`src/rtl/zjh_vote_ctrl.sv`:
```
// Clocked multi-voter vote collection: timed window, first-press-wins latching,
// yes/no tallies and a held pass/fail verdict against a threshold.
module zjh_vote_ctrl #(
  parameter int unsigned N      = 3,
  parameter int unsigned THRESH = N / 2 + 1,
  parameter int unsigned WINDOW = 8,
  localparam int unsigned CW    = $clog2(N + 1)
) (
  input  logic          clk,
  input  logic          rst,
  input  logic          start,
  input  logic          abort,
  input  logic [N-1:0]  yes_in,
  input  logic [N-1:0]  no_in,
  output logic          busy,
  output logic [N-1:0]  voted,
  output logic [CW-1:0] yes_cnt,
  output logic [CW-1:0] no_cnt,
  output logic          done,
  output logic          pass,
  output logic          fail
);

  localparam int unsigned TW = (WINDOW > 1) ? $clog2(WINDOW) : 1;

  typedef enum logic [1:0] {
    S_IDLE,
    S_COLLECT,
    S_DECIDE,
    S_SHOW
  } state_t;

  state_t          state_q, state_d;
  logic            busy_q, busy_d;
  logic [N-1:0]    voted_q, voted_d;
  logic [CW-1:0]   yes_q, yes_d;
  logic [CW-1:0]   no_q, no_d;
  logic [TW-1:0]   timer_q, timer_d;
  logic            done_q, done_d;
  logic            pass_q, pass_d;
  logic            fail_q, fail_d;

  logic [N-1:0]    new_yes, new_no, voted_nx;

  function automatic logic [CW-1:0] popcnt(input logic [N-1:0] v);
    logic [CW-1:0] c;
    c = '0;
    for (int i = 0; i < N; i++) c = c + CW'(v[i]);
    return c;
  endfunction

  // Yes wins over a simultaneous no; already-latched voters are masked out.
  assign new_yes  = yes_in & ~voted_q;
  assign new_no   = no_in & ~yes_in & ~voted_q;
  assign voted_nx = voted_q | new_yes | new_no;

  always_ff @(posedge clk or posedge rst) begin
    if (rst) begin
      state_q <= S_IDLE;
      busy_q  <= 1'b0;
      voted_q <= '0;
      yes_q   <= '0;
      no_q    <= '0;
      timer_q <= '0;
      done_q  <= 1'b0;
      pass_q  <= 1'b0;
      fail_q  <= 1'b0;
    end else begin
      state_q <= state_d;
      busy_q  <= busy_d;
      voted_q <= voted_d;
      yes_q   <= yes_d;
      no_q    <= no_d;
      timer_q <= timer_d;
      done_q  <= done_d;
      pass_q  <= pass_d;
      fail_q  <= fail_d;
    end
  end

  always_comb begin
    state_d = state_q;
    busy_d  = busy_q;
    voted_d = voted_q;
    yes_d   = yes_q;
    no_d    = no_q;
    timer_d = timer_q;
    done_d  = 1'b0;
    pass_d  = pass_q;
    fail_d  = fail_q;

    unique case (state_q)
      S_IDLE, S_SHOW: begin
        if (start) begin
          state_d = S_COLLECT;
          busy_d  = 1'b1;
          voted_d = '0;
          yes_d   = '0;
          no_d    = '0;
          timer_d = '0;
          pass_d  = 1'b0;
          fail_d  = 1'b0;
        end
      end
      S_COLLECT: begin
        if (abort) begin
          state_d = S_IDLE;
          busy_d  = 1'b0;
          voted_d = '0;
          yes_d   = '0;
          no_d    = '0;
          timer_d = '0;
        end else begin
          voted_d = voted_nx;
          yes_d   = yes_q + popcnt(new_yes);
          no_d    = no_q + popcnt(new_no);
          timer_d = timer_q + TW'(1);
          if ((&voted_nx) || (timer_q == TW'(WINDOW - 1))) begin
            state_d = S_DECIDE;
            busy_d  = 1'b0;
          end
        end
      end
      S_DECIDE: begin
        state_d = S_SHOW;
        done_d  = 1'b1;
        pass_d  = (yes_q >= CW'(THRESH));
        fail_d  = !(yes_q >= CW'(THRESH));
      end
      default: state_d = S_IDLE;
    endcase
  end

  assign busy    = busy_q;
  assign voted   = voted_q;
  assign yes_cnt = yes_q;
  assign no_cnt  = no_q;
  assign done    = done_q;
  assign pass    = pass_q;
  assign fail    = fail_q;

endmodule

```
`config.mk`:
```
export PLATFORM = sky130hd
export DESIGN_NAME = zjh_vote_ctrl
export DESIGN_NICKNAME = d
export VERILOG_FILES = /design/src/rtl/zjh_vote_ctrl.sv
export SDC_FILE = /design/constraint.sdc
export NUM_CORES = 1
export LEC_CHECK = 0
export CAP_MARGIN = 5
export CORE_MARGIN = 1
export CORE_UTILIZATION = 50
export CTS_BUF_LIST = sky130_fd_sc_hd__clkbuf_8
export DETAILED_ROUTE_END_ITERATION = 16
export PLACE_DENSITY = 0.86
export SLEW_MARGIN = 20
export SYNTH_ARGS = -nofsm -noshare
export SYNTH_HDL_FRONTEND = slang
export SYNTH_SLANG_ARGS = --single-unit
export TNS_END_PERCENT = 100
```
`constraint.sdc`:
```
create_clock -name clk -period 2.4 [get_ports clk]
set_input_delay 0.48 -clock clk [delete_from_list [all_inputs] [get_ports clk]]
set_output_delay 0.48 -clock clk [all_outputs]
set_load 0.03 [all_outputs]
```
Word level (Yosys, flattened, before mapping)
Cells that the tools add are included.
Operators by class
  $add $sub $neg: 7
  $lt $le $gt $ge: 1
  multiplexer cells: 22
  equal/unequal tests: 6
  bitwise logic cells: 7
  reduce and logical (&&, ||, !) cells: 11
Operators with widths (number)
  2-bit two-way mux: 6
  3-bit case mux with 2 select lines: 2
  3-bit AND: 3
  3-bit two-way mux: 3
  2-bit case mux with 2 select lines: 2
  3-bit inverter: 2
  3-bit OR: 2
  1-bit case mux with 2 select lines: 3
  2-bit case mux with 3 select lines: 1
  2-bit AND reduction: 3
  3-bit AND reduction: 2
  1-bit two-way mux: 5
  1-bit by 1-bit adder with 2-bit output: 2
  2-bit by 1-bit adder with 2-bit output: 2
  2-bit adder: 2
  2-bit equality test, second input constant: 2
  2-bit nonzero test: 2
  3-bit by 1-bit adder with 3-bit output, second input constant: 1
  3-bit equality test, second input constant: 1
  3-bit inequality test, second input constant: 1
  2-bit by 1-bit equality test with 1-bit output, second input constant: 1
  2-bit >= comparator, second input constant: 1
  2-bit logical NOT: 1
  2-bit inequality test, second input constant: 1
  other kinds (3): 3
Word-level totals
  output and inout port bits: 11
  input bits: 10
  register bits after elaboration: 16
  word-level logic and storage cells: 63

Longest topological paths before layout
Gate-level depths: netlist of run 1.
  depth after elaboration: 9
  mapped depth: 8
  mapped depth without buffers: 8

Worst setup path before layout of run 1
Ideal clock, no wire load.
  path kind: register -> register
  start: register voted_q[0], in the netlist voted[0]
  end: register yes_q[1], in the netlist yes_cnt[1]
  clock period less this slack: 1984 ps
  path slack: 416 ps
  data required time: 2324 ps
  arrival: 1907 ps
  stages on the path, launching flop included: 8
  buffers on the path: 0
  library setup time: 76 ps
  cell sequence: dfrtp_1 > nand2b_1 > fa_1 > inv_1 > ha_1 > xor2_1 > or3_1 > o21ai_1
On the way
  longest elaborated chain between the ends: 7
Ends and longest elaborated chain
  start: declaration: RTL line 35  | logic [N-1:0] voted_q, voted_d;
  start signal: assignment: RTL line 71  | voted_q <= voted_d;
  3-bit inverter: RTL line 53  | assign new_yes = yes_in & ~voted_q;
  3-bit AND: RTL line 53
  1-bit by 1-bit adder with 2-bit output: RTL line 48  | for (int i = 0; i < N; i++) c = c + CW'(v[i]);
  2-bit by 1-bit adder with 2-bit output: RTL line 48
  2-bit adder: RTL line 115  | yes_d = yes_q + popcnt(new_yes);
  2-bit two-way mux: RTL line 106  | if (abort) begin
  2-bit case mux with 2 select lines: RTL line 92  | unique case (state_q)
  end signal: assignment: RTL line 72  | yes_q <= yes_d;
  end: declaration: RTL line 36  | logic [CW-1:0] yes_q, yes_d;
No other way between the ends.
A chain may end at the register's enable or synchronous reset.

Worst setup path in the final report of run 1
  start: input port yes_in[0]
  end: register no_q[1], in the netlist no_cnt[1]
On the way
  longest elaborated chain between the ends: 8
Ends and longest elaborated chain
  start: declaration: RTL line 13  | input logic [N-1:0] yes_in,
  3-bit inverter: RTL line 54  | assign new_no = no_in & ~yes_in & ~voted_q;
  3-bit AND (2 in a row): RTL line 54
  1-bit by 1-bit adder with 2-bit output: RTL line 48
  2-bit by 1-bit adder with 2-bit output: RTL line 48
  2-bit adder: RTL line 116  | no_d = no_q + popcnt(new_no);
  2-bit two-way mux: RTL line 106
  2-bit case mux with 2 select lines: RTL line 92
  end signal: assignment: RTL line 73  | no_q <= no_d;
  end: declaration: RTL line 37  | logic [CW-1:0] no_q, no_d;
No other way between the ends.

==> results of run 1 <==
## area by class of cell
type	instances	area, um2
multi-input combinational	60	462
clock buffer	4	55.1
timing repair buffer	22	215
sequential	16	400
fill	130	507
tap	25	31.3
inverter	10	37.5
## cells in the final DEF (no fill, tap or decap), types with 4 or more instances in the layout
cell and count:
sky130_fd_sc_hd__clkdlybuf4s50_1 20, sky130_fd_sc_hd__dfrtp_1 16, sky130_fd_sc_hd__inv_1 10, sky130_fd_sc_hd__ha_1 7, sky130_fd_sc_hd__o21ai_1 6, sky130_fd_sc_hd__nand2_1 6, sky130_fd_sc_hd__nor2_1 6, sky130_fd_sc_hd__a22o_1 5
sky130_fd_sc_hd__o21ai_0 4, sky130_fd_sc_hd__clkbuf_8 4
## routing by layer
metal | up-vias | track usage (%)
met5 | - | 0
met4 | 0 | 9.70
met3 | 4 | 6.12
met2 | 26 | 36.2
met1 | 353 | 28.0
li1 | 348 | -
## sequential cells by signal, indices dropped and copies added, names as in the netlist
signal,cells
yes_cnt,2
fail,1
busy,1
timer_q,3
voted,3
done,1
no_cnt,2
state_q,2
pass,1
## kinds of logic (layout without fill, tap and decap cells)
kind of cell / Yosys count / in the layout
DFF: 16 / 16
xor gates and xnor gates: 2 / 2
buffers and inverters: 11 / 36
AOI/OAI and AO/OA: 21 / 21
and+or+nand+nor: 26 / 26
adders and majority gates: 9 / 9
muxes: 2 / 2
## worst max path at each step
| stage | cells after the start | slack, ns | to | start |
|---|---|---|---|---|
| 3_5_place_dp | 9 | -0.10 | no_cnt[1] | yes_in[0] |
| 3_3_place_gp | 9 | -0.001 | no_cnt[1] | yes_in[0] |
| 2_1_floorplan | 7 | 0.42 | yes_cnt[1] | voted[0] |
| 5_1_grt | 9 | 0.03 | no_cnt[1] | yes_in[0] |
| 6_report | 9 | 0.13 | no_cnt[1] | yes_in[0] |
| 4_1_cts | 9 | 0.15 | no_cnt[1] | yes_in[0] |
## worst max-delay path, stage by stage
cell	delay (ns)
sky130_fd_sc_hd__clkdlybuf4s50_1	0.46
sky130_fd_sc_hd__nor2_1	0.13
sky130_fd_sc_hd__nand2_1	0.09
sky130_fd_sc_hd__fa_1	0.51
sky130_fd_sc_hd__inv_1	0.05
sky130_fd_sc_hd__ha_1	0.19
sky130_fd_sc_hd__xor2_1	0.16
sky130_fd_sc_hd__or3_1	0.30
sky130_fd_sc_hd__o21ai_1	0.07
## synthesized netlist by cell type, types with 4 or more instances
library cell / instances
sky130_fd_sc_hd__a22o_1: 5
sky130_fd_sc_hd__dfrtp_1: 16
sky130_fd_sc_hd__ha_1: 7
sky130_fd_sc_hd__inv_1: 10
sky130_fd_sc_hd__nand2_1: 6
sky130_fd_sc_hd__nor2_1: 6
sky130_fd_sc_hd__o21ai_0: 4
sky130_fd_sc_hd__o21ai_1: 6
## metrics by stage
step	TNS [ns]	instance area (um2)
6_report	0	1200
2_1_floorplan	0	905
5_1_grt	0	1200
3_3_place_gp	-0.00102	1150
4_1_cts	0	1200
3_5_place_dp	-0.143	1150
## report_power, final
part	internal, W	switching, W
registers	0.000358	0.0000700
clock network	0.000145	0.0000914
logic	0.000304	0.000434
total	0.000807	0.000595
==> out/results.md, run 1 <==
| Stage | Result | This run |
| --- | --- | --- |
| status | Run status | completed |
| layout | Non-filler instance count after layout | 137 |
| hold path | Hold Path Cell Cnt | 2 |
| clocking | H-tree Lvls | 1 |
| grt | Gr ovfl total | 0 |
| placement | Input/output buffers | 20 |
| routing | Met2 layer wire length in the routed design | 916 um |
| routing | Via count | 731 |
| routing | Total iterations of the first detailed-routing run | 4 |
| synthesis | Adder and majority cell fraction of the synthesized area | 14.1% |
| synthesis | Basic-gate share of the synthesized area counting and, or, nand and nor cells | 15.5% |
| floorplan | Die extent in x | 44.5 um |
| synthesis | Combinational family with the most area after synthesis | compound AO/OA/AOI/OAI gates |
| synthesis | Yosys warnings | 0 |
| routing | Mean routed wirelength per cell | 13.8 um |
| clocking | Clk_lat worst skew | 0.25 ns |
| synthesis | Largest cells by area after synthesis | sky130_fd_sc_hd__dfrtp_1, sky130_fd_sc_hd__ha_1, sky130_fd_sc_hd__a22o_1, sky130_fd_sc_hd__fa_1, sky130_fd_sc_hd__inv_1 |
| synthesis | Post-Synthesis Cell Area | 905 um2 |
| routing | Remaining DRCs | 0 |
| floorplan | Overall die area | 1980 um2 |
| floorplan | Effective utilization at floorplan | 53.0% |
| synthesis | Number of storage elements in the synthesis netlist | 16 |
| setup path | CP Launch Type | input port |
| hold path | Class of the worst hold path | flip-flop to flip-flop |
| grt | First-pass GRT wire length | 3.18 mm |
| synthesis | Portion of synthesized cell area occupied by the leading cell type | 44.3% |
| synthesis | Multiplexer share of the synthesized area | 2.63% |
| clocking | CTS resizes | 0 |
| power | VDD IR-drop max | 0.650 mV |
| synthesis | Count of distinct cell types in the synthesized netlist | 27 |
| timing | Tightest slew margin relative to the limit | 60.6% |
| floorplan | Placement row count | 15 |
| clocking | Clock tree sinks | 16 |
| clocking | Count of hold-fix buffers inserted at cts | 0 |
| timing | Highest clock frequency the design can meet | 0.441 GHz |
| layout | Layout Utilization | 70.3% |
| setup path | Worst reg2reg setup slack | 0.44 ns |
| hold path | Hold endpoint | fail |
| timing | Endpoints failing hold | 0 |
| setup path | CP max FO | 3 |
| routing | Number of DRC violations after detailed-routing iteration 0 | 15 |
| setup path | Depth of the worst register-to-register path | 8 |
| routing | Highest metal layer with signal wires | met4 |
| clocking | Number of setup buffers added after CTS | 0 |
| synthesis | Post-synth EDFFs | 0 |
| setup path | Setup crit end kind | flip-flop |
| setup path | Start of the worst register-to-register path | voted[0] |
| synthesis | Post-synthesis xor/xnor area fraction | 1.94% |
| timing | Worst hold slack after final layout | 0.475 ns |
| setup path | Worst R2R End | no_cnt[1] |
| timing | Setup violators final | 0 |
| timing | Final period utilization | 94.5% |
| placement | Worst slack, placed | -0.103 ns |
| synthesis | Mean area per synthesized cell | 10.4 um2 |
| synthesis | Yosys top cell by area | sky130_fd_sc_hd__dfrtp_1 |
| routing | Remaining number of nets flagged by the antenna check after routing | 0 |
| grt | Number of global-route vias before repair | 751 |
| setup path | Worst path arrival time | 2.45 ns |
| floorplan | Number of top-level design ports | 21 |
| placement | GP Congestion | 0.786 |
| routing | Final wirelength | 1.89 mm |
| synthesis | Post-synthesis async set-or-reset flop share | 100% |
| routing | Vias per cell | 5.34 |
| setup path | Critical path type | input port to flip-flop |
| floorplan | Area inside the core boundary | 1710 um2 |
| clocking | CTS tree | built |
| synthesis | Compound-gate portion of the synthesized area | 16.9% |
| synthesis | Number of nets in the synthesized netlist | 106 |
| layout | Area overhead of the layout relative to synthesis | 32.8% |
| clocking | Maximum buffer depth of the clock tree | 2 |
| timing | Slew @ Worst Pin | 0.580 ns |
| clocking | Clock root buffer | sky130_fd_sc_hd__clkbuf_8 |
| placement | HPWL after detailed placement | 1.38 mm |
| setup path | Worst Path Required | 2.58 ns |
| power | Leakage | 0.537 nW |
| clocking | CTS Buf Count | 3 |
| timing | Max-slew violation total from the final report | 0 |
| timing | RSZ-0062 raised after global routing | false |
| grt | Number of antenna violations at the first check in global routing | 0 |
| routing | Routed wl met3 | 91 um |
| layout | Layout net count | 132 |
| synthesis | Portion of the post-synthesis area used by sequential elements | 44.3% |
| clocking | Clock-pin slew reported for the worst setup and hold paths after clock tree synthesis | 0.06 ns |
| run | Max-capacitance violation count | 0 |
| layout | Fraction of layout instances using a drive strength above 1 | 11.6% |
| floorplan | Overall die height | 44.5 um |
| power | Cell Pwr Density | 1170 nW/um2 |
| placement | Placed instance count | 133 |
| grt | Global routing usage summed across all routing layers | 22.4% |
| synthesis | Post-Synthesis Cells | 87 |
| timing | Fin Clk Skew | 0.00321 ns |
| timing | Tmin final | 2.27 ns |
| synthesis | Dominant synthesized flop cell | sky130_fd_sc_hd__dfrtp_1 |
| hold path | Startpoint of the lowest-slack hold path | fail |
| timing | Slack of the critical path | 0.132 ns |
| routing | Wire length on met1 | 854 um |
| grt | Maximum number of pins on one net before global-route repair | 17 |
| power | Final Power | 0.00140 W |
| layout | Antenna Cells | 0 |
No activity file was read; power rests on OpenSTA's default activity.
==> inputs of run 2 (changes only) <==
--- a/constraint.sdc
+++ b/constraint.sdc
@@ -3,2 +3,2 @@
 set_output_delay 0.48 -clock clk [all_outputs]
-set_load 0.03 [all_outputs]
+set_load 0.01 [all_outputs]
==> results of run 2 <==
The final DEF is identical to that of run 1. Status: completed.
Main changes from that run: total power 0.00140 W -> 0.00131 W; worst IR drop on VDD 0.650 mV -> 0.642 mV
